## config.mk

```make
export PLATFORM = sky130hd
export DESIGN_NAME = fp_normalize_round_flat
export DESIGN_NICKNAME = d
export VERILOG_FILES = /design/src/rtl/fp_normalize_round_if.sv /design/src/rtl/fp_normalize_round.sv /design/src/flat_wrapper.sv
export SDC_FILE = /design/constraint.sdc
export NUM_CORES = 1
export LEC_CHECK = 0
export ABC_AREA = 1
export BUFFER_PORTS_ARGS = -buffer_cell sky130_fd_sc_hd__buf_2
export CAP_MARGIN = 5
export CORE_ASPECT_RATIO = 0.75
export CORE_MARGIN = 2
export CORE_UTILIZATION = 35
export CTS_BUF_LIST = sky130_fd_sc_hd__clkbuf_8
export DETAILED_ROUTE_END_ITERATION = 12
export GPL_TIMING_DRIVEN = 1
export PLACE_DENSITY = 0.53
export SYNTH_ARGS = -nofsm -noshare
export SYNTH_HDL_FRONTEND = slang
export SYNTH_SLANG_ARGS = --single-unit
export TNS_END_PERCENT = 50
```

## constraint.sdc

```tcl
create_clock -name clk -period 3.9 [get_ports clk]
set_clock_uncertainty 0.05 [all_clocks]
set_input_delay 0.195 -clock clk [delete_from_list [all_inputs] [get_ports clk]]
set_output_delay 0.195 -clock clk [all_outputs]
set_load 0.03 [all_outputs]
```

## src/rtl/fp_normalize_round_if.sv

```systemverilog
// -----------------------------------------------------------------------------
// fp_normalize_round_if
//   Beat interface between the multiplier, the normalize/round back end and the
//   result writeback register.
//   Input stream  : IN_VALID / IN_READY with payload MANT_IN[47:0], EXP_IN[9:0]
//                   (signed biased exponent), SIGN_IN, SPECIAL_IN[1:0], MODE_FP.
//   Output stream : OUT_VALID / OUT_READY with payload RESULT[31:0], FLAGS[4:0].
//   slave  modport : view of the fp_normalize_round block.
//   master modport : view of the surrounding environment that drives beats and
//                    consumes results.
// -----------------------------------------------------------------------------
interface fp_normalize_round_if;
  logic        IN_VALID;
  logic        IN_READY;
  logic [47:0] MANT_IN;
  logic [9:0]  EXP_IN;
  logic        SIGN_IN;
  logic [1:0]  SPECIAL_IN;
  logic        MODE_FP;
  logic        OUT_VALID;
  logic        OUT_READY;
  logic [31:0] RESULT;
  logic [4:0]  FLAGS;

  modport master (
    output IN_VALID, MANT_IN, EXP_IN, SIGN_IN, SPECIAL_IN, MODE_FP, OUT_READY,
    input  IN_READY, OUT_VALID, RESULT, FLAGS
  );

  modport slave (
    input  IN_VALID, MANT_IN, EXP_IN, SIGN_IN, SPECIAL_IN, MODE_FP, OUT_READY,
    output IN_READY, OUT_VALID, RESULT, FLAGS
  );
endinterface

```

## src/rtl/fp_normalize_round.sv

```systemverilog
// -----------------------------------------------------------------------------
// fp_normalize_round
//   Back end of the FP multiply path. Takes the raw mantissa product, signed
//   biased exponent and sign, and produces a packed binary16/binary32 result
//   with status flags through a 3-stage valid/ready pipeline:
//     stage 1 normalize, stage 2 round-to-nearest-even, stage 3 pack.
//   Ports:
//     clk, rst_n   : rising-edge clock, asynchronous active-low reset
//     bus (slave)  : IN_* beat stream in, OUT_VALID/RESULT/FLAGS stream out
//                    FLAGS = {inexact, overflow, underflow, zero, inf/NaN}
//   Optional feature (macro FP_STICKY_FLAGS_EN):
//     FLAGS_CLR    : one-cycle pulse clearing the accumulated flags
//     STICKY_FLAGS : OR of FLAGS of every transferred result since reset/clear
// -----------------------------------------------------------------------------
module fp_normalize_round (
  input  logic                  clk,
  input  logic                  rst_n,
  fp_normalize_round_if.slave   bus
`ifdef FP_STICKY_FLAGS_EN
  ,
  input  logic                  FLAGS_CLR,
  output logic [4:0]            STICKY_FLAGS
`endif
);

  typedef enum logic [1:0] {
    SP_NORMAL = 2'b00,
    SP_ZERO   = 2'b01,
    SP_INF    = 2'b10,
    SP_NAN    = 2'b11
  } special_e;

  // Ready chain: a stage loads when it is empty or its successor advances.
  logic w_s1_ready, w_s2_ready, w_s3_ready;
  logic r_s1_valid, r_s2_valid, r_s3_valid;

  assign w_s3_ready   = !r_s3_valid || bus.OUT_READY;
  assign w_s2_ready   = !r_s2_valid || w_s3_ready;
  assign w_s1_ready   = !r_s1_valid || w_s2_ready;
  assign bus.IN_READY = w_s1_ready;

  // ---------------- Stage 1: normalize ----------------
  // Half products live in [21:0]; upper bits are don't-care and masked here.
  logic [46:0] w_mant_in;
  logic        w_top;
  assign w_mant_in = bus.MODE_FP ? bus.MANT_IN[46:0] : {25'd0, bus.MANT_IN[21:0]};
  assign w_top     = bus.MODE_FP ? bus.MANT_IN[47]   : bus.MANT_IN[21];

  // Leading one is at bit 46 (single) / 20 (half) after this stage, so it is
  // implicit and not stored.
  logic [45:0] r_s1_mant;
  logic        r_s1_sticky;
  logic [9:0]  r_s1_exp;
  logic        r_s1_sign;
  special_e    r_s1_special;
  logic        r_s1_mode;

  // NOTE: sequential state uses non-blocking assignments so every stage
  // samples its predecessor's pre-edge value; blocking here would let a beat
  // race through several stages in one clock.
  // NOTE: datapath registers are reset along with the valids; RESULT and FLAGS
  // must read zero out of reset and the cost is negligible at this width.
  always_ff @(posedge clk or negedge rst_n) begin
    if (!rst_n) begin
      r_s1_valid   <= 1'b0;
      r_s1_mant    <= '0;
      r_s1_sticky  <= 1'b0;
      r_s1_exp     <= '0;
      r_s1_sign    <= 1'b0;
      r_s1_special <= SP_NORMAL;
      r_s1_mode    <= 1'b0;
    end else if (w_s1_ready) begin
      r_s1_valid <= bus.IN_VALID;
      if (bus.IN_VALID) begin
        r_s1_mant    <= w_top ? w_mant_in[46:1] : w_mant_in[45:0];
        r_s1_sticky  <= w_top & w_mant_in[0];
        r_s1_exp     <= bus.EXP_IN + {9'd0, w_top};
        r_s1_sign    <= bus.SIGN_IN;
        r_s1_special <= special_e'(bus.SPECIAL_IN);
        r_s1_mode    <= bus.MODE_FP;
      end
    end
  end

  // ---------------- Stage 2: round to nearest even ----------------
  logic [22:0] w_frac;
  logic        w_guard, w_sticky, w_round_up, w_carry;
  logic [23:0] w_sum;
  logic [22:0] w_frac_rnd;
  logic [9:0]  w_exp_rnd;

  // NOTE: every always_comb output gets a default first so no path leaves a
  // signal unassigned, which would infer a latch.
  always_comb begin
    w_frac   = '0;
    w_guard  = 1'b0;
    w_sticky = r_s1_sticky;
    if (r_s1_mode) begin
      w_frac   = r_s1_mant[45:23];
      w_guard  = r_s1_mant[22];
      w_sticky = r_s1_sticky | (|r_s1_mant[21:0]);
    end else begin
      w_frac   = {13'd0, r_s1_mant[19:10]};
      w_guard  = r_s1_mant[9];
      w_sticky = r_s1_sticky | (|r_s1_mant[8:0]);
    end
    w_round_up = w_guard & (w_sticky | w_frac[0]);
    w_sum      = {1'b0, w_frac} + {23'd0, w_round_up};
    // Carry out of the fraction field means the mantissa rounded up to 2.0.
    w_carry    = r_s1_mode ? w_sum[23] : w_sum[10];
    w_frac_rnd = w_carry ? 23'd0 : w_sum[22:0];
    w_exp_rnd  = r_s1_exp + {9'd0, w_carry};
  end

  logic [22:0] r_s2_frac;
  logic [9:0]  r_s2_exp;
  logic        r_s2_sign;
  special_e    r_s2_special;
  logic        r_s2_mode;
  logic        r_s2_inexact;

  always_ff @(posedge clk or negedge rst_n) begin
    if (!rst_n) begin
      r_s2_valid   <= 1'b0;
      r_s2_frac    <= '0;
      r_s2_exp     <= '0;
      r_s2_sign    <= 1'b0;
      r_s2_special <= SP_NORMAL;
      r_s2_mode    <= 1'b0;
      r_s2_inexact <= 1'b0;
    end else if (w_s2_ready) begin
      r_s2_valid <= r_s1_valid;
      if (r_s1_valid) begin
        r_s2_frac    <= w_frac_rnd;
        r_s2_exp     <= w_exp_rnd;
        r_s2_sign    <= r_s1_sign;
        r_s2_special <= r_s1_special;
        r_s2_mode    <= r_s1_mode;
        r_s2_inexact <= w_guard | w_sticky;
      end
    end
  end

  // ---------------- Stage 3: pack ----------------
  logic signed [9:0] w_exp_s, w_exp_max;
  logic [31:0]       w_inf, w_zero, w_result;
  logic [4:0]        w_flags;

  assign w_exp_s   = r_s2_exp;
  assign w_exp_max = r_s2_mode ? 10'sd255 : 10'sd31;
  assign w_inf     = r_s2_mode ? {r_s2_sign, 8'hFF, 23'd0} : {16'd0, r_s2_sign, 5'h1F, 10'd0};
  assign w_zero    = r_s2_mode ? {r_s2_sign, 31'd0}        : {16'd0, r_s2_sign, 15'd0};

  always_comb begin
    w_result = '0;
    w_flags  = '0;
    if (r_s2_special == SP_NAN) begin
      w_result = r_s2_mode ? 32'h7FC0_0000 : 32'h0000_7E00;
      w_flags  = 5'b00001;
    end else if (r_s2_special == SP_INF) begin
      w_result = w_inf;
      w_flags  = 5'b00001;
    end else if (r_s2_special == SP_ZERO) begin
      w_result = w_zero;
      w_flags  = 5'b00010;
    end else if (w_exp_s >= w_exp_max) begin
      w_result = w_inf;
      w_flags  = 5'b11001;
    end else if (w_exp_s <= 10'sd0) begin
      w_result = w_zero;
      w_flags  = 5'b10110;
    end else begin
      w_result = r_s2_mode ? {r_s2_sign, r_s2_exp[7:0], r_s2_frac}
                           : {16'd0, r_s2_sign, r_s2_exp[4:0], r_s2_frac[9:0]};
      w_flags  = {r_s2_inexact, 4'b0000};
    end
  end

  logic [31:0] r_result;
  logic [4:0]  r_flags;

  always_ff @(posedge clk or negedge rst_n) begin
    if (!rst_n) begin
      r_s3_valid <= 1'b0;
      r_result   <= '0;
      r_flags    <= '0;
    end else if (w_s3_ready) begin
      r_s3_valid <= r_s2_valid;
      if (r_s2_valid) begin
        r_result <= w_result;
        r_flags  <= w_flags;
      end
    end
  end

  assign bus.OUT_VALID = r_s3_valid;
  assign bus.RESULT    = r_result;
  assign bus.FLAGS     = r_flags;

`ifdef FP_STICKY_FLAGS_EN
  logic       w_xfer;
  logic [4:0] r_sticky_flags;
  assign w_xfer = r_s3_valid && bus.OUT_READY;

  // A transfer in the clear cycle still lands, so the clear only drops history.
  always_ff @(posedge clk or negedge rst_n) begin
    if (!rst_n)
      r_sticky_flags <= '0;
    else if (FLAGS_CLR)
      r_sticky_flags <= w_xfer ? r_flags : 5'd0;
    else if (w_xfer)
      r_sticky_flags <= r_sticky_flags | r_flags;
  end

  assign STICKY_FLAGS = r_sticky_flags;
`endif

endmodule

```

## src/flat_wrapper.sv

```systemverilog
// flat-port wrapper written by rule: the top's interface ports become plain ports
module fp_normalize_round_flat 
  (clk, rst_n, bus_IN_VALID, bus_MANT_IN, bus_EXP_IN, bus_SIGN_IN, bus_SPECIAL_IN, bus_MODE_FP, bus_OUT_READY, bus_IN_READY, bus_OUT_VALID, bus_RESULT, bus_FLAGS);
  fp_normalize_round_if bus_i ();
  input  logic clk;
  input  logic rst_n;
  input wire logic [$bits(bus_i.IN_VALID)-1:0] bus_IN_VALID;
  input wire logic [$bits(bus_i.MANT_IN)-1:0] bus_MANT_IN;
  input wire logic [$bits(bus_i.EXP_IN)-1:0] bus_EXP_IN;
  input wire logic [$bits(bus_i.SIGN_IN)-1:0] bus_SIGN_IN;
  input wire logic [$bits(bus_i.SPECIAL_IN)-1:0] bus_SPECIAL_IN;
  input wire logic [$bits(bus_i.MODE_FP)-1:0] bus_MODE_FP;
  input wire logic [$bits(bus_i.OUT_READY)-1:0] bus_OUT_READY;
  output wire logic [$bits(bus_i.IN_READY)-1:0] bus_IN_READY;
  output wire logic [$bits(bus_i.OUT_VALID)-1:0] bus_OUT_VALID;
  output wire logic [$bits(bus_i.RESULT)-1:0] bus_RESULT;
  output wire logic [$bits(bus_i.FLAGS)-1:0] bus_FLAGS;
  assign bus_i.IN_VALID = bus_IN_VALID;
  assign bus_i.MANT_IN = bus_MANT_IN;
  assign bus_i.EXP_IN = bus_EXP_IN;
  assign bus_i.SIGN_IN = bus_SIGN_IN;
  assign bus_i.SPECIAL_IN = bus_SPECIAL_IN;
  assign bus_i.MODE_FP = bus_MODE_FP;
  assign bus_i.OUT_READY = bus_OUT_READY;
  assign bus_IN_READY = bus_i.IN_READY;
  assign bus_OUT_VALID = bus_i.OUT_VALID;
  assign bus_RESULT = bus_i.RESULT;
  assign bus_FLAGS = bus_i.FLAGS;
  fp_normalize_round u_core (.clk(clk), .rst_n(rst_n), .bus(bus_i));
endmodule
```

# Yosys cells after proc, flatten, opt, wreduce, memory -nomap -nowiden
# Index checks and enable logic that the tools add are counted.
[totals]
register_bits = 139
in_bits = 66
out_inout_bits = 39
elab_cells = 65
[classes]
n_addsub = 3
order_cmp = 2
eq_ne = 3
muxes = 23
bitwise = 6
reduce_logical = 11
[op_table]
columns = ["op", "count"]
rows = [
  ["32-bit 2-to-1 mux", 8],
  ["47-bit 2-to-1 mux", 1],
  ["23-bit 2-to-1 mux", 2],
  ["46-bit 2-to-1 mux", 1],
  ["31-bit 2-to-1 mux", 1],
  ["5-bit 2-to-1 mux", 5],
  ["23-bit by 1-bit adder with 24-bit output", 1],
  ["22-bit OR reduction", 1],
  ["10-bit by 1-bit adder with 10-bit output", 2],
  ["10-bit >= comparator", 1],
  ["10-bit by 1-bit <= comparator with 1-bit output, second input constant", 1],
  ["9-bit OR reduction", 1],
  ["8-bit 2-to-1 mux", 1],
  ["2-bit AND reduction", 3],
  ["2-bit == test, second input constant", 2],
  ["1-bit 2-to-1 mux", 4],
  ["1-bit bitwise OR", 4],
  ["1-bit zero test", 3],
  ["1-bit logical OR", 3],
  ["1-bit bitwise AND", 2],
  ["2-bit by 1-bit == test with 1-bit output, second input constant", 1],
]

# Logic depth before layout (Yosys ltp)
[depth]
word_depth = 8
mapped_depth = 19
depth_no_buf = 18

# Worst setup path before layout
# OpenSTA, ideal clock, no wires.
[synth_timing]
kind = "register to register"
from = "reg u_core.r_s1_mode"
to = "reg u_core.r_s2_exp[8]"
setup_ns = 0.083
arrival_ns = 2.619
required_time_ns = 3.767
slack_ns = 1.148
stages_incl_launch_ff = 19
path_buffers = 1
synth_period_minus_slack_ns = 2.752
path_cell_list = "dfrtp_1 > buf_6 > o21ai_0 > nand2_1 > inv_1 > ha_1 > nand2_1 > nor2_2 > nand2_1 > o21ai_0 > ha_1 > ha_1 > nand4_1 > nor2_1 > nand2_1 > nor2_1 > xor2_1 > nand2_1 > o21ai_0"
[synth_between]
elab_chain_cells = 6
word_cells_on_any_way = 8
cone_classes = "2 x add/sub; 4 x mux; 2 x bitwise"
[synth_lines]
columns = ["item", "line_no", "text"]
rows = [
  ["from (decl)", "fp_normalize_round.sv:56", "logic r_s1_mode;"],
  ["from (signal assigned)", "fp_normalize_round.sv:80", "r_s1_mode <= bus.MODE_FP;"],
  ["1-bit 2-to-1 mux / 23-bit 2-to-1 mux (equally long branches)", "fp_normalize_round.sv:98", "if (r_s1_mode) begin"],
  ["1-bit bitwise OR", "fp_normalize_round.sv:107", "w_round_up = w_guard & (w_sticky | w_frac[0]);"],
  ["1-bit bitwise AND", "fp_normalize_round.sv:107", ""],
  ["23-bit by 1-bit adder with 24-bit output", "fp_normalize_round.sv:108", "w_sum = {1'b0, w_frac} + {23'd0, w_round_up};"],
  ["1-bit 2-to-1 mux (*)", "fp_normalize_round.sv:110", "w_carry = r_s1_mode ? w_sum[23] : w_sum[10];"],
  ["10-bit by 1-bit adder with 10-bit output (*)", "fp_normalize_round.sv:112", "w_exp_rnd = r_s1_exp + {9'd0, w_carry};"],
  ["to (signal assigned)", "fp_normalize_round.sv:135", "r_s2_exp <= w_exp_rnd;"],
  ["to (decl)", "fp_normalize_round.sv:116", "logic [9:0] r_s2_exp;"],
]
# Every way passes the cells marked *; elsewhere a longest branch is shown, timed or not.
# A chain may end at the register's enable or synchronous reset.

# Worst setup path after layout
[layout_timing]
from = "reg u_core.r_s1_mode"
to = "reg u_core.r_s2_exp[9]"
# Same word-level chain as after synthesis.

==> results.md <==
- Root Driver: clkbuf_8
- Vias in the first global route: 6984
- Port buffer count: 104
- R2r endpoint: u_core.r_s2_exp[9]$_DFFE_PN0P_
- Synth-to-Final Area Change: 17.7%
- Die area: 23700 µm²
- CTS Buf Count: 17
- Syn avg cell area: between 7 and 8 µm²
- Final count of negative-setup-slack endpoints: 0
- Most frequent CP cell: nand2_2
- Residual DRC count: 0
- Core area: 22100 µm²
- Worst r2r path cells: 17
- Vias per cell: 4.71
- RSZ-0062 raised after global routing: false
- Xor/xnor share of the synthesized area: under 10%
- Filler cells: between 2000 and 2500
- Post-synthesis mux area share: 0%
- Ports: 105
- Grt ovf: 0
- Gp weighted congestion: between 0.8 and 0.9
- Reg area: 3480 µm²
- Fraction of layout cells with a size suffix above 1: about 17%
- CTS Buffer Depth: 2
- Clk slew on worst S/H paths: 90 ps
- Largest net degree at the start of global routing: 90
- R2R setup slack: 440 ps
- Chip width: between 150 and 200 µm
- Worst-margin pin slew: between 900 and 1000 ps
- Critical path arrival: ~3800 ps
- Startpoint types: flip-flop
- Simple-Gate Fraction of Synth Area: between 30% and 40%
- Setup crit start: u_core.r_s1_mode$_DFFE_PN0P_
- Most frequently used flop master after synthesis: dfrtp_1
- Fmax: 289 MHz
- Slowest stage delay, CP: about 470 ps
- Routed Antenna Nets: 0
- Skew-Pair Late Insertion Delay: roughly 460 ps
- Clock sinks: between 100 and 150
- Tcrit/Tclk final: between 80% and 90%
- Minimum clock period after layout: ~3500 ps
- Mapped cell area: roughly 7900 µm²
- Total power: 5.09 mW
- Compound-Gate Fraction of Synth Area: 12.6%
- Crit Path Max Fanout: 31
- First drt pass iteration count: 7
- Max_slew headroom: 37.2%
- First-pass GRT wire length: approximately 36000 µm
- Worst Hold End: u_core.bus.OUT_VALID$_DFFE_PN0P_
- Starting density of the core: a little over a third
- Die span in y: around 130 µm
- Routed len/inst: 14.5 µm
- CP bufs+invs: 1
- Adder-Cell Fraction of Synth Area: under 10%
- Worst vdd ir: 225 µV
- Initial antenna violation count: 0
- Critical Path RT: approximately 4200 ps
- Top delay family on crit path: simple AND/OR/NAND/NOR gates
- Yosys warns: 0
- R2R Path Start: u_core.r_s1_mode$_DFFE_PN0P_
- Hold Path Stages: 4
- Placement row count: 47
- Nets@finish: ~1300
- Main combinational cell family by area after synthesis: simple AND/OR/NAND/NOR gates
- Commonest cells in the netlist: nand2_1 (339), dfrtp_1 (139), inv_1 (129)
- Final-report hold violation count: 0
- Syn Nets: ~1200
- Count leader, synth: nand2_1
- Lkg Pwr: between 4 and 5 nW
- Post-synth cell types: 38
- Crit. End Element: flip-flop
- Fraction of registers with async set/reset: 100%
- H-tree Lvls: 4
- Crit-path slowest cell: dfrtp_1
- Critical path, cell by cell: buf_4 -> nand2_1 -> nand2_2 -> nand2_2 -> nor2_4 -> nand2_2 -> nor2_4 -> nand4_1 -> o21ai_0 -> ha_1 -> nand3_1 -> nor2_1 -> nand2_1 -> nor3_1 -> a21oi_1 -> nand3b_1 -> o21ai_0
- GRT Total Usage: between 10% and 20%
- Power Density: about 550 nW/µm²
- Synth area leaders: dfrtp_1 (44%), nand2_1 (16%), o21ai_0 (7.8%)
- DRT iter0 DRCs: around 410
- MaxCap Viol Count: 0
- Register area share after synthesis: between 40% and 50%
- WS Path Type: flip-flop to flip-flop
- Pins Over Slew Limit: 0
- Post-synth EDFFs: 0
- DRT Wirelength: 21700 µm
- Critical hold path startpoint: bus_OUT_READY
- Setup TNS: 0 ps
- DR vias: 7035
- Post-synthesis cell count: about 1100
- CTS tree: yes
- Min-Delay Path Class: primary input to flip-flop
- Yosys top cell by area: dfrtp_1
- ANT cells: 0
- Multi-input logic area: ~3700 µm²
- Status: finished clean
- Yosys reg bits: roughly 140
- DP Wirelength: 16000 µm
- Share of Yosys cell area claimed by the top area cell type: around 44%
## cell families (layout without fill, tap and decap cells)
group / Yosys count / in the layout
fa+ha+maj: 11 / 11
buf+inv: 181 / 308
simple gates: 545 / 545
xor+xnor: 14 / 14
flops: 139 / 139
compound gates: 183 / 183
## worst min-delay path: cells and delay by family
kind                   cells  cell delay [ps]
and+or+nand+nor            2              190
buffers and inverters      2              100
## placed cells by master, fill, tap and decap left out, types with 3 or more instances in the layout
| cell type | Yosys | layout |
|---|---|---|
| o21ai_1 | 6 | 5 |
| a31oi_1 | 5 | 5 |
| nand3b_1 | 3 | 3 |
| nor3_1 | 7 | 7 |
| inv_1 | 129 | 130 |
| nor2_4 | 5 | 5 |
| dlygate4sd3_1 | 0 | 26 |
| or2_2 | 4 | 4 |
| inv_2 | 7 | 7 |
| nand2_4 | 5 | 5 |
| nand4_1 | 20 | 20 |
| clkinvlp_4 | 0 | 4 |
| nand2_2 | 19 | 19 |
| o211ai_1 | 19 | 19 |
| a21oi_1 | 23 | 23 |
| buf_2 | 3 | 103 |
| nand3_1 | 47 | 47 |
| xor2_1 | 10 | 10 |
| nor2_1 | 75 | 75 |
| nor2_2 | 7 | 7 |
| nand2_1 | 339 | 339 |
| clkinv_2 | 0 | 3 |
| clkinv_4 | 0 | 4 |
| buf_4 | 2 | 8 |
| ha_1 | 11 | 11 |
| nand3_2 | 12 | 12 |
| dfrtp_1 | 139 | 139 |
| o21ai_0 | 122 | 122 |
| clkbuf_8 | 0 | 17 |
| xnor2_1 | 4 | 4 |
## metrics by stage
| stage | util (%) | cells | cell area, µm² | hold slack [ps] | setup WS (ps) |
|---|---|---|---|---|---|
| 2_1_floorplan | - | 1073 | 7870 | -151 | 1150 |
| 4_1_cts | 42.0 | 1494 | 9270 | 1.28 | 483 |
| 3_5_place_dp | 39.1 | 1436 | 8620 | 283 | 505 |
| 5_1_grt | 42.0 | 1494 | 9270 | 23.4 | 38.4 |
| 3_3_place_gp | 39.1 | 1436 | 8620 | 281 | 612 |
| 6_report | 42.0 | 1494 | 9270 | 31.3 | 444 |
## routing by layer
layer	routed length (µm)	up-vias	GRT usage, %	part of all wire (%)
met5	0	-	0	0
met4	214	0	4.68	0.99
met3	839	18	3.74	3.9
met2	9010	141	28.6	42
met1	11600	3225	29.3	54
li1	-	3651	-	-
## registers in the layout (all words and copies together) (netlist names)
name	flops
u_core.r_s1_sign	1
u_core.bus.FLAGS	5
u_core.r_s2_mode	1
u_core.r_s1_mode	1
u_core.r_s2_sign	1
u_core.r_s1_mant	46
u_core.r_s2_frac	23
u_core.r_s1_exp	10
u_core.r_s1_sticky	1
u_core.bus.OUT_VALID	1
u_core.r_s2_valid	1
u_core.r_s1_valid	1
u_core.r_s2_special	2
u_core.bus.RESULT	32
u_core.r_s2_exp	10
u_core.r_s1_special	2
u_core.r_s2_inexact	1
## worst max-delay path by stage
stage,depth (start not counted),endpoint
floorplan,18,u_core.r_s2_exp[8]$_DFFE_PN0P_
global placement,17,u_core.r_s2_exp[9]$_DFFE_PN0P_
detailed placement,17,u_core.r_s2_exp[9]$_DFFE_PN0P_
CTS,17,u_core.r_s2_exp[9]$_DFFE_PN0P_
global route,17,u_core.r_s2_exp[9]$_DFFE_PN0P_
finish,17,u_core.r_s2_exp[9]$_DFFE_PN0P_
## final cells by class
class,count,share of cell area (%)
Timing Repair Buffer,138,9.14
Clock inverter,15,1.65
Clock buffer,17,2.52
Sequential cell,139,37.5
Inverter,138,5.59
Tap cell,294,3.97
Multi-Input combinational cell,753,39.6
## power breakdown
| group | switching (mW) | internal [mW] |
|---|---|---|
| clock network | 0.601 | 0.566 |
| logic | 1.29 | 0.555 |
| registers | 0.274 | 1.81 |
| total | 2.16 | 2.93 |
## timing repair
item	in CTS	in global routing
endpoints found under the hold margin	115	0
hold buffers	26	0
gates resized for setup	0	0
setup buffers	0	0
(Power assumes the default switching activity.)
